===== src/rtl/pipe_hazard_unit.sv =====
// Hazard unit for a 5-stage pipeline: forwarding, load-use stall,
// branch flush, memory wait, debug halt/step and perf counters.
module pipe_hazard_unit #(
  parameter int AW         = 5,
  parameter int BR_PENALTY = 3,
  parameter int CNT_W      = 16
) (
  input  logic             clk,
  input  logic             rst,
  input  logic             debug_en,
  input  logic             debug_step,
  input  logic [AW-1:0]    id_rs_addr,
  input  logic [AW-1:0]    id_rt_addr,
  input  logic             id_rs_used,
  input  logic             id_rt_used,
  input  logic             id_is_load,
  input  logic             id_is_store,
  input  logic             id_is_branch,
  input  logic [AW-1:0]    exe_rs_addr,
  input  logic [AW-1:0]    exe_rt_addr,
  input  logic [AW-1:0]    exe_waddr,
  input  logic             mem_wen,
  input  logic             mem_is_load,
  input  logic [AW-1:0]    mem_waddr,
  input  logic             wb_wen,
  input  logic [AW-1:0]    wb_waddr,
  input  logic             mem_req,
  input  logic             mem_ready,
  output logic [1:0]       fwd_a,
  output logic [1:0]       fwd_b,
  output logic [4:0]       stage_en,
  output logic [4:0]       stage_rst,
  output logic [1:0]       dbg_state,
  output logic [CNT_W-1:0] stall_count,
  output logic [CNT_W-1:0] flush_count
);

  typedef enum logic [1:0] {
    RUN  = 2'b00,
    HALT = 2'b01,
    STEP = 2'b10
  } dbg_e;

  localparam logic [2:0] PEN_M1 = 3'(BR_PENALTY - 1);

  dbg_e             dbg_q, dbg_d;
  logic             step_prev_q;
  logic             exe_is_load_q, exe_is_load_d;
  logic [2:0]       fcnt_q, fcnt_d;
  logic [CNT_W-1:0] stall_q, stall_d;
  logic [CNT_W-1:0] flush_q, flush_d;
  logic             load_stall;
  logic             mem_wait;

  function automatic logic [1:0] fwd_sel(input logic [AW-1:0] a);
    if (mem_wen && mem_waddr != '0 && mem_waddr == a)
      return mem_is_load ? 2'b10 : 2'b01;
    else if (wb_wen && wb_waddr != '0 && wb_waddr == a)
      return 2'b11;
    else
      return 2'b00;
  endfunction

  always_comb begin
    fwd_a = fwd_sel(exe_rs_addr);
    fwd_b = fwd_sel(exe_rt_addr);
  end

  assign mem_wait   = mem_req & ~mem_ready;
  assign load_stall = exe_is_load_q && exe_waddr != '0 &&
                      ((id_rs_used && id_rs_addr == exe_waddr) ||
                       (id_rt_used && !id_is_store &&
                        id_rt_addr == exe_waddr));

  // Reset drives stage_rst combinationally so it takes effect mid-cycle.
  always_comb begin
    stage_en  = 5'b11111;
    stage_rst = 5'b00000;
    fcnt_d    = fcnt_q;
    if (rst) begin
      stage_rst = 5'b11111;
    end else if (mem_wait) begin
      stage_en = 5'b00000;
    end else if (dbg_q == HALT) begin
      stage_en = 5'b00000;
    end else if (load_stall) begin
      stage_en[1:0] = 2'b00;
      stage_rst[2]  = 1'b1;
    end else if (id_is_branch) begin
      stage_rst[1] = 1'b1;
      fcnt_d       = PEN_M1;
    end else if (fcnt_q != 3'd0) begin
      stage_rst[1] = 1'b1;
      fcnt_d       = fcnt_q - 3'd1;
    end
  end

  always_comb begin
    exe_is_load_d = exe_is_load_q;
    if (stage_rst[2])
      exe_is_load_d = 1'b0;
    else if (stage_en[2])
      exe_is_load_d = id_is_load;
  end

  always_comb begin
    dbg_d = dbg_q;
    unique case (dbg_q)
      RUN:  if (debug_en) dbg_d = HALT;
      HALT: begin
        if (!debug_en)
          dbg_d = RUN;
        else if (debug_step && !step_prev_q)
          dbg_d = STEP;
      end
      STEP: dbg_d = debug_en ? HALT : RUN;
      default: dbg_d = RUN;
    endcase
  end

  always_comb begin
    stall_d = stall_q;
    flush_d = flush_q;
    if ((mem_wait || load_stall) && stall_q != '1)
      stall_d = stall_q + CNT_W'(1);
    if (stage_rst[1] && flush_q != '1)
      flush_d = flush_q + CNT_W'(1);
  end

  always_ff @(posedge clk or posedge rst) begin
    if (rst) begin
      dbg_q         <= RUN;
      step_prev_q   <= 1'b0;
      exe_is_load_q <= 1'b0;
      fcnt_q        <= 3'd0;
      stall_q       <= '0;
      flush_q       <= '0;
    end else begin
      dbg_q         <= dbg_d;
      step_prev_q   <= debug_step;
      exe_is_load_q <= exe_is_load_d;
      fcnt_q        <= fcnt_d;
      stall_q       <= stall_d;
      flush_q       <= flush_d;
    end
  end

  assign dbg_state   = dbg_q;
  assign stall_count = stall_q;
  assign flush_count = flush_q;

endmodule


===== config.mk =====
export PLATFORM = sky130hd
export DESIGN_NAME = pipe_hazard_unit
export DESIGN_NICKNAME = d
export VERILOG_FILES = /design/src/rtl/pipe_hazard_unit.sv
export SDC_FILE = /design/constraint.sdc
export NUM_CORES = 1
export LEC_CHECK = 0
export ABC_AREA = 1
export CAP_MARGIN = 20
export CORE_ASPECT_RATIO = 0.9
export CORE_MARGIN = 2
export CORE_UTILIZATION = 46
export CTS_CLUSTER_DIAMETER = 40
export DETAILED_ROUTE_END_ITERATION = 8
export PLACE_DENSITY = 0.81
export SYNTH_ARGS = -nofsm -noshare
export SYNTH_HDL_FRONTEND = slang
export SYNTH_SLANG_ARGS = --single-unit

===== constraint.sdc =====
create_clock -name clk -period 3 [get_ports clk]
set_clock_uncertainty 0.2 [all_clocks]
set_input_delay 0.45 -clock clk [delete_from_list [all_inputs] [get_ports clk]]
set_output_delay 0.45 -clock clk [all_outputs]
set_load 0.05 [all_outputs]

Word-level counts from Yosys, hierarchy flattened. Cells that the tools add are included.

Add/sub/neg operators: 3. Equal/unequal tests: 12. Muxes and demuxes: 28. Bitwise gates (word level): 6. Reductions and logical operators: 27.

Operators by type and width (count): 16-bit by 1-bit adder with 16-bit output, second input constant (2); 16-bit inequality test, second input constant (2); 5-bit equality test (6); 2-bit two-way mux (14); 5-bit nonzero test (3); 1-bit logical AND (14); 5-bit two-way mux (2); 3-bit two-way mux (3); 1-bit two-way mux (8); 2-bit one-hot mux with 3 select lines (1); 1-bit inverter (5); 5-bit AND reduction (1); 2-bit nonzero test (2); 3-bit by 2-bit inequality test with 1-bit output, second input constant (1); 3-bit nonzero test (1); 3-bit by 1-bit subtractor with 3-bit output, second input constant (1); 2-bit by 1-bit equality test with 1-bit output, second input constant (1); 2-bit equality test, second input constant (1); 1-bit logical NOT (2); 2-bit logical NOT (1); 1-bit logical OR (2); 2-bit inequality test, second input constant (1); 2-bit AND reduction (1); 1-bit bitwise AND (1).

Register bits after elaboration: 39. Input port bits: 49. Output and inout port bits: 48. Logic and storage cells: 82.

Depth between registers and ports, before layout.
Depth after elaboration: 11. Depth in mapped cells: 13. Gate-level depth less buffers: 12.

Least setup slack after synthesis. No wires, ideal clock.

Kind: input to output. Start: input port rst. End: output port stage_en[3]. Arrival time: 2.569 ns. Required time: 2.350 ns. Setup slack: -0.219 ns. Stages on the path: 3. Path buffers: 1. Path through: clkinv_1 -> nand2_1 -> buf_4.

Longest elaborated chain between the ends: 1.

RTL lines: from (decl) (RTL line 9) `input logic rst,`; 5-bit two-way mux (RTL line 80) `if (rst) begin`; to (decl) (RTL line 31) `output logic [4:0] stage_en,`.

Every way passes these cells.

Worst setup path in the final report.
Start: input port exe_waddr[2]. End: output port stage_rst[2].

Longest elaborated chain between the ends: 8. Elaborated cells between the ends (all ways): 12. Classes of those cells: 2 x eq/ne; 4 x mux; 6 x reduce/logical.

RTL lines: from (decl) (RTL line 21) `input logic [AW-1:0] exe_waddr,`; 5-bit equality test, on equally long branches (RTL line 71, 73); 1-bit logical AND, on equally long branches (RTL line 71, 72); 1-bit logical OR (RTL line 71) `((id_rs_used && id_rs_addr == exe_waddr) ||`; 1-bit logical AND (*) (RTL line 70) `assign load_stall = exe_is_load_q && exe_waddr != '0 &&`; 1-bit two-way mux (*) (RTL line 86) `end else if (load_stall) begin`; 2-bit two-way mux (*) (RTL line 84) `end else if (dbg_q == HALT) begin`; 2-bit two-way mux (*) (RTL line 82) `end else if (mem_wait) begin`; 2-bit two-way mux (*) (RTL line 80); to (decl) (RTL line 32) `output logic [4:0] stage_rst,`.

Every way passes the cells marked *; elsewhere a longest branch is shown, timed or not.

==> impl_metrics.py <==
metrics = {
    "status": {
        "status": "finished clean",
    },
    "clocking": {
        "cts_tree": "yes",
        "numClockSinks": 39,
        "h-tree-depth": 2,
        "clk_latency_ns": 0.29,
        "clk_path_buf_depth": 2,
        "hold_buffers": 0,
        "cts_root_buffer": "clkbuf_8",
        "cts_setup_buffers": 0,
        "cts-resized-gates": 0,
        "path_clk_slew_ns": 0.07,
        "cts_buffers": 5,
    },
    "finish": {
        "fin_nets": 551,
        "design_area_sq_um": 4000,
        "syn_to_final_growth_pct": 39.1,
        "drive_gt1_frac": 0.0862,
        "antennaDiodeCount": 0,
    },
    "detailed_routing": {
        "drt-initial-drc-count": 152,
        "drtPass1Iterations": 7,
        "vias_per_cell": 4.96,
        "wl_mm": 7.17,
        "ant_nets": 0,
        "drc": 0,
        "wl_per_cell_microns": 12.6,
        "vias": 2833,
    },
    "yosys": {
        "synth_top_area_cell": "dfrtp_1",
        "synth_flop_cell": "dfrtp_1",
        "yosysSeqAreaShare": 0.339,
        "ys_ff_latch": 39,
        "syn-instance-count": 405,
        "yosysTopAreaCellShare": 0.339,
        "netlist_area_sq_um": 2880,
        "syn_nets": 458,
        "synthArstFlopShare": 1.00,
        "synth_area_per_cell_sq_um": 7.11,
        "yosysUniqueCellTypes": 31,
        "synth_edf_count": 0,
        "ys_top_cells_by_area": "dfrtp_1 (34%), nand2_1 (18%), xor2_1 (8.5%)",
        "yosysWarnings": 0,
    },
    "critical_path": {
        "path_common_cell": "nand2_1",
        "crit_fanout": 5,
        "critPathKind": "primary input to output pin",
        "arrival_ns": 2.04,
        "cp_slowest_cell": "clkdlybuf4s50_1",
        "cpPeakStageDelay_ns": 0.52,
        "cp_top_family": "buffers and inverters",
        "startpoint_type": "primary input",
        "cp_cell_sequence": "clkdlybuf4s50_1, inv_1, nand2_1, nand2_1, nor2_1, nand3_1, nand2_2, nand2_4, o21ai_0, buf_12",
        "cp-end-kind": "output pin",
        "path_buf_inv": 3,
        "crit_required_ns": 2.35,
    },
    "sta": {
        "worst_slack_ns": 0.309,
        "fin_crit_ns": 2.69,
        "fmax_mhz": 372,
        "setup_violations": 0,
        "finalCritPeriodShare": 0.897,
        "rsz0062_at_grt": "no",
        "slew_headroom": 0.640,
        "drv_slew": 0,
        "hold_viol_final": 0,
        "tightest_slew_ns": 0.538,
        "fin_hold_ws_ns": 0.253,
        "fin_tns_setup_ns": 0,
    },
    "place": {
        "placed_area_sq_um": 3890,
        "post-place-ws_ns": 0.298,
        "place_congestion": 0.892,
        "hpwl_mm": 5.52,
        "portBuffers": 96,
    },
    "hold_path": {
        "worstHoldPathType": "primary input to asynchronous set/reset pin",
    },
    "floorplanning": {
        "dieArea_sq_um": 6910,
        "core_sq_um": 6080,
        "die_h_microns": 79.1,
        "fp.dieW_microns": 87.4,
        "start_util": 0.473,
        "rows": 27,
        "pin_count": 97,
    },
    "grt": {
        "grt_pass1_wl_mm": 12.2,
        "grt-ovfl-total": 0,
        "antenna_found_initial": 0,
        "grt_max_degree": 39,
        "grt_pass1_vias": 2728,
        "grt.total_usage": 0.215,
    },
    "flow_run": {
        "cap_violations": 0,
    },
    "pwr": {
        "ir_drop_v": 0.000512,
        "pwr_density_cell_nw_per_um2": 535,
        "p_leak_nw": 1.97,
    },
}
worst paths after layout:
| path | startpoint | to | slack [ns] | cells past startpoint |
|---|---|---|---|---|
| worst max-delay path | exe_waddr[2] | stage_rst[2] | 0.31 | 10 |
| worst min-delay path | rst | exe_is_load_q | 0.25 | 2 |
| worst max register to register | flush_count[0] | flush_count[9] | 0.86 | 8 |
| worst min register to register | dbg_state[0] | dbg_state[0] | 0.28 | 1 |
| max in group asynchronous | rst | stall_count[15] | 1.66 | 3 |
| min in group clk | dbg_state[0] | dbg_state[0] | 0.28 | 1 |
state kept, by name (all words and copies together), names as in the netlist:
register,flops
flush_count,16
stall_count,16
fcnt_q,3
dbg_state,2
exe_is_load_q,1
step_prev_q,1
cells in the mapped netlist, types with 3 or more instances:
| cell | number |
|---|---|
| nand2_1 | 139 |
| inv_1 | 47 |
| dfrtp_1 | 39 |
| nand3_1 | 32 |
| nor2_1 | 28 |
| xor2_1 | 28 |
| xnor2_1 | 14 |
| o21ai_0 | 11 |
| nor3_1 | 10 |
| nand4_1 | 9 |
| buf_4 | 8 |
| ha_1 | 4 |
| nand2_2 | 4 |
| o21ai_2 | 4 |
| nor4_1 | 3 |
| or2_2 | 3 |
per-stage QoR:
step | total power [mW] | utilization | instances
2_1_floorplan | 1.37 | - | 405
3_3_place_gp | 1.67 | 0.639 | 563
3_5_place_dp | 1.70 | 0.639 | 563
4_1_cts | 2.16 | 0.658 | 571
5_1_grt | 2.28 | 0.658 | 571
6_report | 2.14 | 0.658 | 571
layout make-up:
class                      instances  area, sq um
clock inverter                     2         35.0
timing repair buffer              97         1000
tap                               72         90.1
clock buffer                       6         82.6
fill                             528         2080
multi-input combinational        305         1630
inverter                          50          189
sequential                        39          976
cells in the final DEF (no fill, tap or decap), drive strengths merged:
cell type and count:
bufinv 1, a21boi 1, nand4 9, nor4 3, clkdlybuf4s50 85, clkbuf 6, ha 4, xor2 28
o41ai 1, dfrtp 39, buf 12, a21oi 2, nor2 30, or2 3, nand3b 3, inv 49
nand3 34, xnor2 14, nand2 145, nor3b 2, clkinv 2, o21ai 15, nor3 11
kinds of logic (layout without fill, tap and decap cells):
family	after synthesis	in the layout	share of synthesized area
flip-flops	39	39	0.339
AO/OA/AOI/OAI	19	19	0.0443
XOR/XNOR	42	42	0.128
buffers and inverters	61	155	0.0956
AND/OR/NAND/NOR	240	240	0.376
adder cells (fa/ha/maj)	4	4	0.0174
report_power, final:
part | internal [mW] | leakage (nW) | switching [mW] | total (mW)
combinational | 0.361 | 1.39 | 0.592 | 0.953
sequential | 0.618 | 0.517 | 0.116 | 0.735
clock | 0.269 | 0.0612 | 0.186 | 0.456
metal layers:
metal	track usage	wire, microns
met5	0	0
met4	0.0538	73
met3	0.0405	506
met2	0.348	3250
met1	0.296	3340
No activity file was read; power rests on OpenSTA's default activity.
